### src/rtl/cnt_pkg.sv
// Shared definitions for the up/down modulo counter family.
//   CNT_DN / CNT_UP : direction encoding for the 'up' input.
//   clamp_val       : limits a value to a maximum; used to keep parallel
//                     loads inside the legal count range. Operates on a
//                     32-bit container so it can serve any counter width.
package cnt_pkg;

    localparam logic CNT_DN = 1'b0;
    localparam logic CNT_UP = 1'b1;

    function automatic logic [31:0] clamp_val(input logic [31:0] val,
                                              input logic [31:0] max);
        return (val > max) ? max : val;
    endfunction

endpackage

### src/rtl/cnt_next_val.sv
// Combinational next-value unit for a modulo up/down counter.
// Ports:
//   count   in  N  current count
//   up      in  1  direction (CNT_UP / CNT_DN)
//   next    out N  value the counter moves to when enabled (modulo wrap)
//   at_term out 1  count sits at the terminal value for this direction
//                  (MAX_VAL when counting up, 0 when counting down)
module cnt_next_val
    import cnt_pkg::*;
#(
    parameter int N       = 4,
    parameter int MAX_VAL = 2**N - 1
) (
    input  logic [N-1:0] count,
    input  logic         up,
    output logic [N-1:0] next,
    output logic         at_term
);

    localparam logic [N-1:0] MAX_N = N'(MAX_VAL);

    always_comb begin
        next    = '0;
        at_term = 1'b0;
        if (up == CNT_UP) begin
            at_term = (count == MAX_N);
            // Compare before incrementing so the sum never needs N+1 bits;
            // a corrupted out-of-range value also recovers to 0 here.
            next    = (count >= MAX_N) ? '0 : count + 1'b1;
        end else begin
            at_term = (count == '0);
            next    = (count == '0) ? MAX_N : count - 1'b1;
        end
    end

endmodule

### src/rtl/updown_mod_counter.sv
// Registered N-bit up/down counter with programmable modulus 0..MAX_VAL.
// Priority per edge: clr > load > en > hold.
// Ports:
//   clk      in  1  rising-edge clock
//   rst_n    in  1  asynchronous active-low reset (count=0, wrap=0)
//   clr      in  1  synchronous clear to 0
//   load     in  1  synchronous load of load_val (clamped to MAX_VAL)
//   load_val in  N  parallel load value
//   en       in  1  count enable (connect to lower stage's tc to cascade)
//   up       in  1  1 = count up, 0 = count down
//   count    out N  registered count
//   tc       out 1  combinational terminal count, gated by en
//   wrap     out 1  one-cycle pulse after a wrap (or saturated hold)
// Build option: define UPDOWN_CNT_SAT_EN to saturate at the range ends
// instead of wrapping; tc behaviour is identical in both builds.
module updown_mod_counter
    import cnt_pkg::*;
#(
    parameter int N       = 4,
    parameter int MAX_VAL = 2**N - 1
) (
    input  logic         clk,
    input  logic         rst_n,
    input  logic         clr,
    input  logic         load,
    input  logic [N-1:0] load_val,
    input  logic         en,
    input  logic         up,
    output logic [N-1:0] count,
    output logic         tc,
    output logic         wrap
);

    logic [N-1:0] next;
    logic         at_term;
    logic [N-1:0] load_clamped;

    cnt_next_val #(
        .N       (N),
        .MAX_VAL (MAX_VAL)
    ) u_next (
        .count   (count),
        .up      (up),
        .next    (next),
        .at_term (at_term)
    );

    assign load_clamped = N'(clamp_val(32'(load_val), 32'(MAX_VAL)));

    // Unregistered so a chain of counters ripples within a single cycle.
    assign tc = en & at_term;

    always_ff @(posedge clk or negedge rst_n) begin
        if (!rst_n) begin
            count <= '0;
            wrap  <= 1'b0;
        end else if (clr) begin
            count <= '0;
            wrap  <= 1'b0;
        end else if (load) begin
            count <= load_clamped;
            wrap  <= 1'b0;
        end else if (en) begin
`ifdef UPDOWN_CNT_SAT_EN
            // Boundary reached: hold, but still flag the attempt.
            count <= at_term ? count : next;
`else
            count <= next;
`endif
            wrap  <= at_term;
        end else begin
            wrap  <= 1'b0;
        end
    end

endmodule

### config.mk
export PLATFORM = sky130hd
export DESIGN_NAME = updown_mod_counter
export DESIGN_NICKNAME = d
export VERILOG_FILES = /design/src/rtl/cnt_pkg.sv /design/src/rtl/cnt_next_val.sv /design/src/rtl/updown_mod_counter.sv
export SDC_FILE = /design/constraint.sdc
export NUM_CORES = 1
export LEC_CHECK = 0
export ABC_AREA = 1
export BUFFER_PORTS_ARGS = -buffer_cell sky130_fd_sc_hd__buf_2
export CORE_AREA = 5 5 42 44
export DETAILED_ROUTE_END_ITERATION = 16
export DIE_AREA = 0 0 47 49
export SLEW_MARGIN = 15
export SYNTH_ARGS = -nofsm -noshare
export SYNTH_HDL_FRONTEND = slang
export SYNTH_SLANG_ARGS = --single-unit
### constraint.sdc
create_clock -name clk -period 1.7 [get_ports clk]
set_input_delay 0.085 -clock clk [delete_from_list [all_inputs] [get_ports clk]]
set_output_delay 0.085 -clock clk [all_outputs]
set_load 0.02 [all_outputs]
After elaboration in Yosys (flattened, before gate mapping)

Cells that the tools add are included.

Add/subtract/negate cells: 2
Order comparisons: 1
Equality and inequality tests: 1
Multiplexer cells: 10
Bitwise gates (word level): 1
Reduce and logical (&&, ||, !) cells: 2

Operator list:

| cell                  | number |
|---|---|
| $mux W4               | 6 |
| $add A4 B1 Y4 const B | 1 |
| $eq A4 B4 Y1 const B  | 1 |
| $ge A4 B4 Y1 const B  | 1 |
| $logic_not A4 Y1      | 1 |
| $mux W1               | 4 |
| $sub A4 B1 Y4 const B | 1 |
| $reduce_bool A3 Y1    | 1 |
| $and A1 B1 Y1         | 1 |

Flip-flop bits (word level): 5
Output and inout port bits: 6
Logic and storage cells: 19

Depth between registers and ports, before layout

Depth after elaboration: 6
Mapped depth: 10

Modules after synthesis

Synthesis repeated with hierarchy kept, for this count alone.

Cell total of the unflattened synthesis: 66
Area total of the unflattened synthesis: 420.4 µm²

Modules (own cells, without submodules):

| module             | instances | cells an instance | area each (µm²) | seq. area each (µm²) |
|---|---|---|---|---|
| updown_mod_counter | 1         | 36                | 256.5           | 125.1 |
| cnt_next_val       | 1         | 30                | 163.9           | 0.0 |

Least setup slack after synthesis

No wires, ideal clock.

Path type: flip-flop to flip-flop
From: register count[0]
To: register count[1]
Data arrival time: 1.292 ns
Required time: 1.573 ns
Setup slack: 0.281 ns
Cell stages (with the launch flop): 7
Path buffers: 0
Clock period less this slack: 1.419 ns
Cell sequence: dfrtp_1 > inv_1 > ha_1 > a21oi_1 > o21ai_0 > o2111ai_1 > o21ai_1

Word-level cells in the longest chain between the ends: 6
Elaborated cells on any way between the ends: 10

RTL lines:

| item                                  | line                                   | text |
|---|---|---|
| start, declared                       | updown_mod_counter.sv:29               | `output logic [N-1:0] count,` |
| start signal, assigned                | updown_mod_counter.sv:61               | `count <= load_clamped;` |
| start signal, assigned                | updown_mod_counter.sv:68               | `count <= next;` |
| $sub A4 B1 Y4 (tied with other cells) | cnt_next_val.sv:32                     | `next = (count == '0) ? MAX_N : count - 1'b1;` |
| $mux W4 (on tied branches)            | cnt_next_val.sv:32, cnt_next_val.sv:29 |  |
| $mux W4 (*)                           | cnt_next_val.sv:25                     | `if (up == CNT_UP) begin` |
| $mux W4 (*)                           | updown_mod_counter.sv:63               | `end else if (en) begin` |
| $mux W4 (*)                           | updown_mod_counter.sv:60               | `end else if (load) begin` |
| $mux W4 (*)                           | updown_mod_counter.sv:57               | `end else if (clr) begin` |

Mark *: on every way between the ends. The rest lies on a longest branch, timed or not. The select of a mux whose other input is x is not followed.
A chain may end at the register's enable or synchronous reset.

Final worst setup path

From: register count[0]
To: output port tc

Word-level cells in the longest chain between the ends: 3
Elaborated cells on any way between the ends: 4

RTL lines:

| item                                                    | line                                   | text |
|---|---|---|
| $eq A4 B4 Y1 / $logic_not A4 Y1 (equally long branches) | cnt_next_val.sv:26, cnt_next_val.sv:31 |  |
| $mux W1 (*)                                             | cnt_next_val.sv:25                     |  |
| $and A1 B1 Y1 (*)                                       | updown_mod_counter.sv:51               | `assign tc = en & at_term;` |
| end, declared                                           | updown_mod_counter.sv:30               | `output logic tc,` |

Mark *: on every way between the ends. The rest lies on a longest branch, timed or not.

==> impl_metrics.env <==
export IMPL_cts_htree_levels=1
export IMPL_proportion_of_netlist_area_held_by_the_largest_area_contributor=0.2882
export IMPL_grt_pass1_wl_um=1890
export IMPL_finalCriticalPeriod_ns=1.537
export IMPL_finClkSkew_ns=0.005098
export IMPL_synthTopCellsByArea="dfrtp_1 (29%), nand2_1 (12%), ha_1 (8.6%)"
export IMPL_synth_cell_types=20
export IMPL_reg2reg_setup_slack_ns=0.31
export IMPL_design_core_area_um2=1401
export IMPL_cts_setup_buffers=0
export IMPL_vdd_ir_drop_worst_mv=0.5591
export IMPL_start_kind="flop"
export IMPL_syn_to_final_growth_pct=27.95
export IMPL_hold_viol_final=0
export IMPL_tritoncts_num_buffers=3
export IMPL_route_detailed_vias_per_inst=4.505
export IMPL_yosysMostFrequentCell="nand2_1"
export IMPL_postRouteWirelength_um=1009
export IMPL_number_of_enable_flip_flop_cells_after_synthesis=0
export IMPL_postSynthCellCount=62
export IMPL_instances_no_fill=97
export IMPL_first_global_vias=445
export IMPL_remaining_drc_errors=0
export IMPL_timing_critical_path_required_ns=1.62
export IMPL_regToRegEndpoint="count[1]"
export IMPL_dr_total_vias=437
export IMPL_synth_largest_area_cell="dfrtp_1"
export IMPL_achievable_frequency_ghz=0.6507
export IMPL_yosys_warnings=0
export IMPL_worstRegToRegCells=6
export IMPL_avgSynthCellArea_um2=7.003
export IMPL_clkLatencyLatePin_ns=0.24
export IMPL_drv_slew=0
export IMPL_drt_pass1_iter_count=3
export IMPL_row_count=14
export IMPL_top_level_ports=16
export IMPL_power_leakage_uw=0.0003164
export IMPL_final_setup_vio_count=0
export IMPL_grt_max_degree=10
export IMPL_chipHeight_um=49
export IMPL_worstHoldEndpoint="wrap"
export IMPL_dpl_cell_count=92
export IMPL_timing_worst_setup_path_type="reg2out"
export IMPL_floorplan_initialDensity=0.3098
export IMPL_mappedNetlistNets=75
export IMPL_unrepaired_setup_endpoints_after_global_routing="false"
export IMPL_maxCapViolations=0
export IMPL_status="finished, final reports clean"
export IMPL_worstSetupEndpointType="output pin"
export IMPL_layout_worst_path_cycle_share=0.9040
export IMPL_avgRoutedWirePerCell_um=10.40
export IMPL_syn_cell_area_um2=434.2
export IMPL_hold_path_startpoint="clr"
export IMPL_antenna_found_initial=0
export IMPL_detailed_place_hpwl_um=874.9
export IMPL_final_core_utilization=0.3964
export IMPL_worst_hold_path_type="in2reg"
export IMPL_final_net_count=95
export IMPL_power_per_cell_area_nw_per_um2=746.4
export IMPL_cts_tree="done"
export IMPL_min_delay_path_depth=2
export IMPL_cp_arrival_ns=1.45
export IMPL_synth_ff_type="dfrtp_1"
export IMPL_timing_critical_path_fanout_max=6
export IMPL_fin_setup_tns_ns=0
export IMPL_max_slew_worst_pin_slew_ns=0.3562
export IMPL_clock_sinks=5
export IMPL_grt_ovfl_total=0
export IMPL_postRouteAntennaNets=0
export IMPL_clockRootBuffer="clkbuf_4"
export IMPL_synth_seq_area_share=0.2882
export IMPL_count_of_buffers_inserted_at_the_top_level_ports=15
export IMPL_postSynth_asyncResetShare=1.000
export IMPL_whs_ns=0.07712
export IMPL_clkSlewWorstSetupHoldPaths_ns=0.04
export IMPL_yosys_register_bits=5
export IMPL_routabilityCongestion=0.8478
export IMPL_detailedRoute_firstIterationViolations=8
export IMPL_clk_path_buf_depth=2
export IMPL_ys_top_cells_by_count="nand2_1 (14), inv_1 (8), nor2_1 (6), dfrtp_1 (5), nand3_1 (5)"
export IMPL_critical_path_reg2reg_startpoint="count[0]"
export IMPL_gr_usage_all_layers=0.1124
export IMPL_die_w_um=47
export IMPL_antenna_cells_inserted=0
export IMPL_drive_above_1_share=0.3333
export IMPL_die_area_um2=2303
export IMPL_slew_headroom=0.7625
-- registers in the layout (all words and copies together) (netlist names) --
| signal | cells |
|---|---|
| wrap | 1 |
| count | 4 |
-- logic make-up (layout without fill, tap and decap cells) --
family | Yosys count | after routing | synth area share
flops | 5 | 5 | 0.2882
buf+inv | 11 | 30 | 0.1124
fa+ha+maj | 3 | 3 | 0.08646
compound gates | 9 | 9 | 0.1153
xor+xnor | 1 | 1 | 0.02018
simple gates | 33 | 33 | 0.3775
-- worst max path at each step --
stage                        start  endpoint  slack, ns  depth (start not counted)
after floorplan           count[0]  count[1]       0.28                          6
after global placement    count[1]  count[1]       0.29                          6
after CTS                 count[1]        tc        0.1                          6
after global routing      count[0]        tc       0.01                          6
after detailed placement  count[1]  count[1]       0.28                          6
final                     count[0]        tc       0.16                          7
-- what timing repair did --
item | in CTS | in global routing
endpoints found under the setup margin | 0 | 1
hold buffers | 1 | 0
resized for setup | 0 | 1
hold endpoints to repair | 5 | 0
-- worst max-delay path, stage by stage, from the launching register on --
cell,delay (ns)
dfrtp_1,0.44
inv_1,0.13
ha_1,0.21
nand2_1,0.08
nand2_2,0.07
nand3_1,0.10
inv_1,0.04
buf_2,0.15
-- stage by stage --
step	instance area (um^2)	setup slack (ns)	total power (uW)
final	555.5	0.1631	414.7
after global routing	555.5	0.01044	458.3
after CTS	554.3	0.09587	423.7
after detailed placement	518.0	0.2781	283.5
after global placement	518.0	0.2854	283.7
after floorplan	434.2	0.2807	241.4
-- layer usage --
| layer | global-route usage | share of wire | up-vias |
|---|---|---|---|
| met5 | 0 | 0 | - |
| met4 | 0.01382 | 0 | 0 |
| met3 | 0.05535 | 0.050 | 0 |
| met2 | 0.1855 | 0.53 | 11 |
| met1 | 0.1311 | 0.42 | 188 |
| li1 | - | - | 238 |
-- cell type report --
cell class                      instances  area [um^2]
Sequential cell                         5        126.4
Multi-Input combinational cell         46        260.3
Tap cell                               16        20.02
Clock buffer                            4        26.28
Inverter                               10        37.54
Fill cell                             162        845.8
Timing Repair Buffer                   16        85.08
-- cells in the final DEF, fill, tap and decap left out --
cell           instances
xor2_1                 1
o21ai_1                4
nand3_1                5
nand4_1                1
o21ai_0                1
o22ai_1                1
nor3_4                 1
dfrtp_1                4
nor2_4                 1
a21oi_1                2
buf_2                 15
clkbuf_1               1
dlygate4sd3_1          1
nand2_1               14
nor2_1                 6
nor3_1                 1
nand2_2                3
inv_2                  2
o2111ai_1              1
nor2_2                 1
inv_1                  8
ha_1                   3
clkbuf_4               3
dfrtp_2                1
-- where the power goes --
part | switching (uW) | leakage, uW | internal, uW
clock | 44.7 | 0.0000150 | 88.5
sequential | 22.6 | 0.0000637 | 130
combinational | 76.7 | 0.000238 | 52.3
No activity file was read; power rests on OpenSTA's default activity.
